--- config.mk ---
export PLATFORM = sky130hd
export DESIGN_NAME = gesture_uart_tx
export DESIGN_NICKNAME = d
export VERILOG_FILES = /design/src/rtl/gesture_pkg.sv /design/src/rtl/uart_byte_tx.sv /design/src/rtl/gesture_uart_tx.sv
export SDC_FILE = /design/constraint.sdc
export NUM_CORES = 1
export LEC_CHECK = 0
export ABC_AREA = 1
export BUFFER_PORTS_ARGS = -buffer_cell sky130_fd_sc_hd__buf_2
export CAP_MARGIN = 5
export CORE_MARGIN = 2
export CORE_UTILIZATION = 40
export DETAILED_ROUTE_END_ITERATION = 12
export GPL_TIMING_DRIVEN = 0
export PLACE_DENSITY = 0.58
export SYNTH_ARGS = -nofsm -noshare
export SYNTH_HDL_FRONTEND = slang
export SYNTH_SLANG_ARGS = --single-unit
--- constraint.sdc ---
create_clock -name clk -period 4.6 [get_ports clk]
set_clock_uncertainty 0.1 [all_clocks]
set_input_delay 0.23 -clock clk [delete_from_list [all_inputs] [get_ports clk]]
set_output_delay 0.23 -clock clk [all_outputs]
set_load 0.02 [all_outputs]
--- src/rtl/gesture_pkg.sv ---
// Shared constants, state encodings and message-byte lookup for the gesture UART path.
package gesture_pkg;

    localparam int unsigned MSG_LEN = 5;
    localparam int unsigned IDX_W   = 3;

    localparam logic [7:0] ASCII_G     = 8'h47;
    localparam logic [7:0] ASCII_COLON = 8'h3A;
    localparam logic [7:0] ASCII_ZERO  = 8'h30;
    localparam logic [7:0] ASCII_QMARK = 8'h3F;
    localparam logic [7:0] ASCII_CR    = 8'h0D;
    localparam logic [7:0] ASCII_LF    = 8'h0A;

    typedef enum logic [1:0] {
        IDLE,
        SEND,
        GAP
    } msg_state_e;

    typedef enum logic [1:0] {
        B_IDLE,
        B_START,
        B_DATA,
        B_STOP
    } byte_state_e;

    // Byte idx of the frame "G:<d>\r\n"; values above 9 print as '?'.
    function automatic logic [7:0] msg_byte(input logic [IDX_W-1:0] idx, input logic [3:0] num);
        logic [7:0] b;
        case (idx)
            3'd0:    b = ASCII_G;
            3'd1:    b = ASCII_COLON;
            3'd2:    b = (num <= 4'd9) ? ASCII_ZERO + {4'd0, num} : ASCII_QMARK;
            3'd3:    b = ASCII_CR;
            default: b = ASCII_LF;
        endcase
        return b;
    endfunction

endpackage

--- src/rtl/uart_byte_tx.sv ---
// 8N1 byte serialiser; a start seen on the final stop-bit cycle chains the next byte with no idle bit.
module uart_byte_tx
    import gesture_pkg::*;
#(
    parameter int unsigned CLKS_PER_BIT = 434
) (
    input  logic       clk,
    input  logic       rst_n,
    input  logic       start,
    input  logic [7:0] data,
    output logic       tx,
    output logic       done,
    output logic       busy
);

    localparam int unsigned     CNT_W    = (CLKS_PER_BIT > 1) ? $clog2(CLKS_PER_BIT) : 1;
    localparam logic [CNT_W-1:0] CNT_LAST = CNT_W'(CLKS_PER_BIT - 1);

    byte_state_e      state_q;
    logic [CNT_W-1:0] bit_cnt_q;
    logic [2:0]       bit_idx_q;
    logic [7:0]       shift_q;
    logic             tx_q;
    logic             bit_end;

    assign bit_end = (bit_cnt_q == CNT_LAST);
    assign tx      = tx_q;
    assign done    = (state_q == B_STOP) && bit_end;
    assign busy    = (state_q != B_IDLE);

    always_ff @(posedge clk or negedge rst_n) begin
        if (!rst_n) begin
            state_q   <= B_IDLE;
            bit_cnt_q <= '0;
            bit_idx_q <= '0;
            shift_q   <= '0;
            tx_q      <= 1'b1;
        end else begin
            case (state_q)
                B_IDLE: begin
                    bit_cnt_q <= '0;
                    if (start) begin
                        state_q <= B_START;
                        shift_q <= data;
                        tx_q    <= 1'b0;
                    end
                end
                B_START: begin
                    bit_cnt_q <= bit_end ? '0 : bit_cnt_q + CNT_W'(1);
                    if (bit_end) begin
                        state_q   <= B_DATA;
                        bit_idx_q <= '0;
                        tx_q      <= shift_q[0];
                    end
                end
                B_DATA: begin
                    bit_cnt_q <= bit_end ? '0 : bit_cnt_q + CNT_W'(1);
                    if (bit_end) begin
                        shift_q <= {1'b0, shift_q[7:1]};
                        if (bit_idx_q == 3'd7) begin
                            state_q <= B_STOP;
                            tx_q    <= 1'b1;
                        end else begin
                            bit_idx_q <= bit_idx_q + 3'd1;
                            tx_q      <= shift_q[1];
                        end
                    end
                end
                B_STOP: begin
                    bit_cnt_q <= bit_end ? '0 : bit_cnt_q + CNT_W'(1);
                    if (bit_end) begin
                        if (start) begin
                            state_q <= B_START;
                            shift_q <= data;
                            tx_q    <= 1'b0;
                        end else begin
                            state_q <= B_IDLE;
                        end
                    end
                end
                default: state_q <= B_IDLE;
            endcase
        end
    end

endmodule

--- src/rtl/gesture_uart_tx.sv ---
// Sends each finalised gesture count as "G:<d>\r\n" over 8N1, with a one-entry latest-wins pending slot.
module gesture_uart_tx
    import gesture_pkg::*;
#(
    parameter int unsigned CLK_FREQ     = 50_000_000,
    parameter int unsigned BAUD         = 115_200,
    parameter int unsigned CLKS_PER_BIT = CLK_FREQ / BAUD
) (
    input  logic       clk,
    input  logic       rst_n,
    input  logic       uart_en,
    input  logic [3:0] final_number,
    output logic       tx,
    output logic       busy,
    output logic [7:0] overrun_cnt
);

    localparam logic [IDX_W-1:0] LAST_IDX = IDX_W'(MSG_LEN - 1);

    msg_state_e       state_q;
    logic [IDX_W-1:0] idx_q;
    logic [3:0]       cur_num_q;
    logic [3:0]       pend_num_q;
    logic             pend_v_q;
    logic             busy_q;
    logic [7:0]       ovr_q;

    logic             byte_done;
    logic             byte_busy;
    logic             byte_start_c;
    logic [IDX_W-1:0] sel_idx_c;
    logic [7:0]       byte_data_c;

    // On done the next byte is presented immediately so bytes inside a message are contiguous.
    assign sel_idx_c    = byte_done ? idx_q + IDX_W'(1) : idx_q;
    assign byte_start_c = (state_q == SEND) && (!byte_busy || (byte_done && idx_q != LAST_IDX));
    assign byte_data_c  = msg_byte(sel_idx_c, cur_num_q);

    assign busy        = busy_q;
    assign overrun_cnt = ovr_q;

    always_ff @(posedge clk or negedge rst_n) begin
        if (!rst_n) begin
            state_q    <= IDLE;
            idx_q      <= '0;
            cur_num_q  <= '0;
            pend_num_q <= '0;
            pend_v_q   <= 1'b0;
            busy_q     <= 1'b0;
            ovr_q      <= '0;
        end else begin
            case (state_q)
                IDLE: begin
                    busy_q <= uart_en;
                    if (uart_en) begin
                        state_q   <= SEND;
                        idx_q     <= '0;
                        cur_num_q <= final_number;
                    end
                end
                SEND: begin
                    busy_q <= 1'b1;
                    if (uart_en) begin
                        pend_num_q <= final_number;
                        pend_v_q   <= 1'b1;
                        if (pend_v_q && ovr_q != 8'hFF) begin
                            ovr_q <= ovr_q + 8'd1;
                        end
                    end
                    if (byte_done) begin
                        if (idx_q == LAST_IDX) begin
                            state_q <= GAP;
                        end else begin
                            idx_q <= idx_q + IDX_W'(1);
                        end
                    end
                end
                GAP: begin
                    idx_q  <= '0;
                    busy_q <= pend_v_q || uart_en;
                    if (pend_v_q) begin
                        // A strobe landing here refills the slot just consumed; not an overrun.
                        state_q   <= SEND;
                        cur_num_q <= pend_num_q;
                        pend_v_q  <= uart_en;
                        if (uart_en) begin
                            pend_num_q <= final_number;
                        end
                    end else if (uart_en) begin
                        state_q   <= SEND;
                        cur_num_q <= final_number;
                    end else begin
                        state_q <= IDLE;
                    end
                end
                default: state_q <= IDLE;
            endcase
        end
    end

    uart_byte_tx #(
        .CLKS_PER_BIT(CLKS_PER_BIT)
    ) u_byte_tx (
        .clk  (clk),
        .rst_n(rst_n),
        .start(byte_start_c),
        .data (byte_data_c),
        .tx   (tx),
        .done (byte_done),
        .busy (byte_busy)
    );

endmodule

# Word-level counts from Yosys, hierarchy flattened
# Cells that the tools add are included.
[totals] ramBits=0 input_bits=7 latchBits=0 mem_bits_ro=0 register_bits=46 word_cells=115 out_inout_bits=10 memories=0
[classes] n_addsub=5 bitwise=0 n_div=0 n_mux=46 n_eq_ne=25 n_shift=0 n_mul=0 n_reduce_logical=26 order_cmp=1
[ops] operator="7-bit one-hot mux with 4 select lines" n=1
[ops] operator="8-bit 2-to-1 mux" n=3
[ops] operator="8-bit one-hot mux with 3 select lines" n=1
[ops] operator="3-bit 2-to-1 mux" n=7
[ops] operator="9-bit one-hot mux with 2 select lines" n=1
[ops] operator="2-bit 2-to-1 mux" n=8
[ops] operator="4-bit 2-to-1 mux" n=4
[ops] operator="4-bit one-hot mux with 2 select lines" n=2
[ops] operator="2-bit != test, second input constant" n=7
[ops] operator="3-bit AND reduction" n=4
[ops] operator="1-bit 2-to-1 mux" n=10
[ops] operator="2-bit by 1-bit != test with 1-bit output, second input constant" n=5
[ops] operator="9-bit by 1-bit adder with 9-bit output, second input constant" n=1
[ops] operator="9-bit equality test, second input constant" n=1
[ops] operator="9-bit 2-to-1 mux" n=1
[ops] operator="3-bit one-hot mux with 3 select lines" n=1
[ops] operator="8-bit by 1-bit adder with 8-bit output, second input constant" n=1
[ops] operator="8-bit != test, second input constant" n=1
[ops] operator="2-bit one-hot mux with 4 select lines" n=1
[ops] operator="4-bit AND reduction" n=2
[ops] operator="2-bit nonzero test" n=4
[ops] operator="6-bit by 4-bit adder with 7-bit output, first input constant" n=1
[ops] operator="7-bit 2-to-1 mux" n=1
[ops] operator="3-bit by 1-bit adder with 3-bit output, second input constant" n=2
[ops] operator="21 further kinds" n=33

# Logic depth before layout (Yosys ltp)
[logic_depth] depth_word=8 ltp_mapped=11 ltp_nobuf=11

# By module
# Synthesis repeated with hierarchy kept, for this count alone.
[hier_totals] hier_cells=380 area_unflattened_um2=2811.4
[by_module_without_submodules] mod="gesture_uart_tx" seq_area_each_um2=575.6 cells_per_inst=207 area_each_um2=1481.4 instances=1
[by_module_without_submodules] mod="uart_byte_tx" seq_area_each_um2=576.8 cells_per_inst=173 area_each_um2=1330.0 instances=1

# Worst setup path after synthesis
# OpenSTA, ideal clock, no wires.
[synth_timing] kind="flip-flop to flip-flop" from="register u_byte_tx.state_q[0]" to="register u_byte_tx.state_q[0]" n_path_buf=0 slack_ps=2821 setup_time_ps=124 required_time_ps=4376 stages_incl_launch_ff=8 arrival_time_ps=1556 period_less_slack_ps=1779 path_cell_list="dfrtp_1 -> inv_1 -> ha_1 -> or2_2 -> o21ai_0 -> nand3b_1 -> o21ai_1 -> o21ai_1"
[synth_between] elab_chain_len=8 word_cells_on_any_way=19 cone_classes="8 x eq/ne; 3 x mux; 8 x reduce/logical"
[synth_lines] element="start, declared" line="uart_byte_tx.sv:19" source="byte_state_e state_q;"
[synth_lines] element="start signal, assigned" line="uart_byte_tx.sv:33" source="state_q <= B_IDLE;"
[synth_lines] element="start signal, assigned" line="uart_byte_tx.sv:43" source="state_q <= B_START;"
[synth_lines] element="start signal, assigned" line="uart_byte_tx.sv:51" source="state_q <= B_DATA;"
[synth_lines] element="2-bit equality test" line="uart_byte_tx.sv:28, uart_byte_tx.sv:39"
[synth_lines] element="1-bit logical AND" line="uart_byte_tx.sv:28" source="assign done = (state_q == B_STOP) && bit_end;"
[synth_lines] element="1-bit logical AND" line="gesture_uart_tx.sv:36" source="assign byte_start_c = (state_q == SEND) && (!byte_busy || (byte_done && idx_q != LAST_IDX));"
[synth_lines] element="1-bit logical OR" line="gesture_uart_tx.sv:36"
[synth_lines] element="1-bit logical AND" line="gesture_uart_tx.sv:36"
[synth_lines] element="1-bit 2-to-1 mux" line="uart_byte_tx.sv:72" source="if (start) begin"
[synth_lines] element="2-bit 2-to-1 mux" line="uart_byte_tx.sv:71" source="if (bit_end) begin"
[synth_lines] element="2-bit one-hot mux with 4 select lines" line="uart_byte_tx.sv:39" source="case (state_q)"
# Several ways; a longest one is shown, not always the timed one. The select of a mux whose other input is x is not followed.
# A chain may end at the register's enable or synchronous reset.

# Worst setup path after layout
[layout_timing] from="register state_q[1]" to="register u_byte_tx.shift_q[0]"
[layout_between] elab_chain_len=5
[layout_lines] element="start, declared" line="gesture_uart_tx.sv:20" source="msg_state_e state_q;"
[layout_lines] element="start signal, assigned" line="gesture_uart_tx.sv:44" source="state_q <= IDLE;"
[layout_lines] element="start signal, assigned" line="gesture_uart_tx.sv:56" source="state_q <= SEND;"
[layout_lines] element="start signal, assigned" line="gesture_uart_tx.sv:72" source="state_q <= GAP;"
[layout_lines] element="2-bit by 1-bit equality test with 1-bit output *" line="gesture_uart_tx.sv:36"
[layout_lines] element="1-bit logical AND *" line="gesture_uart_tx.sv:36"
[layout_lines] element="8-bit 2-to-1 mux *"
[layout_lines] element="8-bit 2-to-1 mux"
[layout_lines] element="8-bit one-hot mux with 3 select lines *"
[layout_lines] element="end signal, assigned" line="uart_byte_tx.sv:44" source="shift_q <= data;"
[layout_lines] element="end signal, assigned" line="uart_byte_tx.sv:59" source="shift_q <= {1'b0, shift_q[7:1]};"
[layout_lines] element="end signal, assigned" line="uart_byte_tx.sv:74" source="shift_q <= data;"
[layout_lines] element="end, declared" line="uart_byte_tx.sv:22" source="logic [7:0] shift_q;"
# Mark *: on every way between the ends. The rest lies on a longest branch, timed or not. The select of a mux whose other input is x is not followed.

==> impl_metrics.toml <==
[outcome]
status = "complete, no violations"

[sta]
rsz0062_at_grt = "false"
worst-slew-pin-transition_ns = 0.997
fmax_mhz = 490
slew-limit-headroom_pct = 33.5
hold_violations = 0
slew_violations = 0
final.period_utilization_pct = 44.4
setup_ws_ns = 2.56
period_needed_ns = 2.04
whs_ns = 0.000242
setup_viol = 0
tns_ns = 0

[power_and_ir_drop]
power_density_mw_per_mm2 = 597
p_leak_uw = 0.00147
vdd_drop_max_uv = 330

[clock_tree]
clockRootBuffer = "clkbuf_8"
cts_buffers = 5
post_cts_resized = 0
ctsHoldBuffers = 0
clk_pin_slew_worst_paths_ns = 0.08
cts.sinks = 45
cts_tree = "yes"
htree_levels = 2
insertion_delay_ns = 0.29
clock_path_buffers = 2
post_cts_buffers = 0

[final_layout]
n_fill_cell = 675
fin_cells = 421
design_area_mm2 = 0.00286
drive_above_1_share_pct = 12.2
mostFrequentLayoutCells = "88 x nand2_1, 44 x dfrtp_1, 39 x inv_1"
layout.nets = 367
layout_commonest_cell = "nand2_1"
area_delta_synth_final_pct = 9.85
diodes = 0

[detailed_routing]
drt_pass1_iterations = 7
postRouteAntennaNets = 0
dr_wl_met3_um = 112
top_layer_used = "met4"
vias = 2029
drt-initial-drc-count = 86
wl_per_cell_um = 11.5
wl_met2_mm = 2.25
via_per_inst = 4.82
drc = 0
wl_met1_mm = 2.44
wl_mm = 4.84

[synthesis]
syn_avg_cell_area_um2 = 8.14
yosysSeqAreaShare_pct = 43.3
syn_area_mm2 = 0.00260
yosysUniqueCellTypes = 34
syn-instance-count = 320
ys.warnings.count = 0
ys_ff_latch = 45
synth_fp_nets = 344

[floorplan]
ios = 17
core.rowCount = 29
core_area_mm2 = 0.00631
die_w_um = 84.7
fp.dieArea_mm2 = 0.00717
initial_core_util_pct = 41.2
die_h_um = 84.7

[placed_design]
place_area_mm2 = 0.00278
pre_cts_slack_ns = 2.59
portBuffers = 16
gp_congestion = 0.807
hpwl_mm = 3.57
post-place-cells = 413

[job]
maxCapViolations = 0

[setup_path]
cp.required_ns = 4.68
r2r_end = "u_byte_tx.shift_q[0]"
path_cells = "inv_1, ha_1, inv_2, a21oi_1, nand4_1, nand3_1, nand2_4, nor2_1, a21oi_2"
startpoint_type = "flop"
cp_num_buf_inv = 2
r2r_start = "state_q[1]"
cp.arrival_ns = 2.12
reg2reg_depth = 9
crit_family = "simple AND/OR/NAND/NOR gates"
worstPathMaxFanout = 10
crit_slowest_cell = "dfrtp_1"
max_stage_delay_ns = 0.41
crit_type = "flop to flop"
cp-end-kind = "flop"
r2r_slack_ns = 2.56

[grt]
track_usage_pct = 15.1
grt_pass1_wl_mm = 8.96
grt_overflow_total = 0
antenna_found_initial = 0
grt_pass1_vias = 2044
grt_max_degree = 46

[worst_hold_path]
hold_path.class = "input pin to async pin"
==> area by class of cell <==
cell class,instances,area [um^2],share of cell area [%]
repair buffers,16,80.1,2.80
well taps,77,96.3,3.37
multi-input cells,233,1310,45.9
plain buffers,1,3.75,0.131
flip-flops and latches,45,1130,39.4
inverters,41,159,5.56
clock buffers,8,80.1,2.80
==> cells in the mapped netlist (all sizes together) <==
cell type  number  area (um^2)
nand3          17         97.6
a32oi           4         35.0
dfrtp          44         1100
dfstp           1         26.3
nand2          90          348
o22ai           2         12.5
o21ai          24          131
ha             17          213
nor3            7         51.3
and3            1         6.26
xor2            5         43.8
a32o            2         20.0
or2             2         15.0
xnor2           4         35.0
clkbuf          1         3.75
nand3b          2         15.0
nor2           32          145
a31o            1         8.76
a21oi          15         86.3
clkinv          1         8.76
inv            40          150
nand4           8         50.1
==> flip-flops by register name, summed over array words and instances, names as in the netlist <==
| signal | flops |
|---|---|
| cur_num_q | 4 |
| state_q | 2 |
| u_byte_tx.bit_idx_q | 3 |
| idx_q | 3 |
| u_byte_tx.shift_q | 7 |
| busy | 1 |
| u_byte_tx.state_q | 2 |
| u_byte_tx.tx | 1 |
| u_byte_tx.bit_cnt_q | 9 |
| pend_num_q | 4 |
| overrun_cnt | 8 |
| pend_v_q | 1 |
==> worst max path at each step <==
stage                               startpoint                    to  slack (ns)  cells past startpoint
after floorplan           u_byte_tx.state_q[0]  u_byte_tx.state_q[0]        2.82                      7
after global placement              state_q[1]        overrun_cnt[6]        2.62                      7
after detailed placement            state_q[1]  u_byte_tx.shift_q[4]        2.59                     10
after CTS                           state_q[1]  u_byte_tx.shift_q[0]        2.58                      9
after global routing                state_q[1]  u_byte_tx.shift_q[2]        2.35                      9
final                               state_q[1]  u_byte_tx.shift_q[0]        2.56                      9
==> power breakdown <==
part | switching (uW) | internal (uW) | leakage [uW] | total [uW]
registers | 105 | 538 | 0.000567 | 644
clock network | 126 | 108 | 0.0000395 | 234
logic | 532 | 298 | 0.000864 | 830
==> worst register-to-register path: stages (launching register included) <==
cell and delay (ns):
dfrtp_1 0.41, inv_1 0.09, ha_1 0.31, inv_2 0.12
a21oi_1 0.23, nand4_1 0.15, nand3_1 0.17, nand2_4 0.13
nor2_1 0.15, a21oi_2 0.07
==> logic make-up after synthesis <==
family / Yosys count / share of synthesized area, %
simple gates: 159 / 28.0
fa+ha+maj: 17 / 8.17
compound gates: 48 / 11.3
buf+inv: 42 / 6.25
xor+xnor: 9 / 3.03
flops: 45 / 43.3
==> metal layers <==
layer,track usage (%),up-vias
met5,0,-
li1,-,1089
met1,20.0,915
met2,25.4,20
met4,4.04,0
met3,2.85,5
==> through the flow <==
stage                     power [uW]  util, %
after floorplan                 1290        -
after CTS                       1730     45.3
after detailed placement        1490     44.0
final                           1710     45.3
after global placement          1480     44.0
after global routing            1900     45.3
No activity file was read; power rests on OpenSTA's default activity.
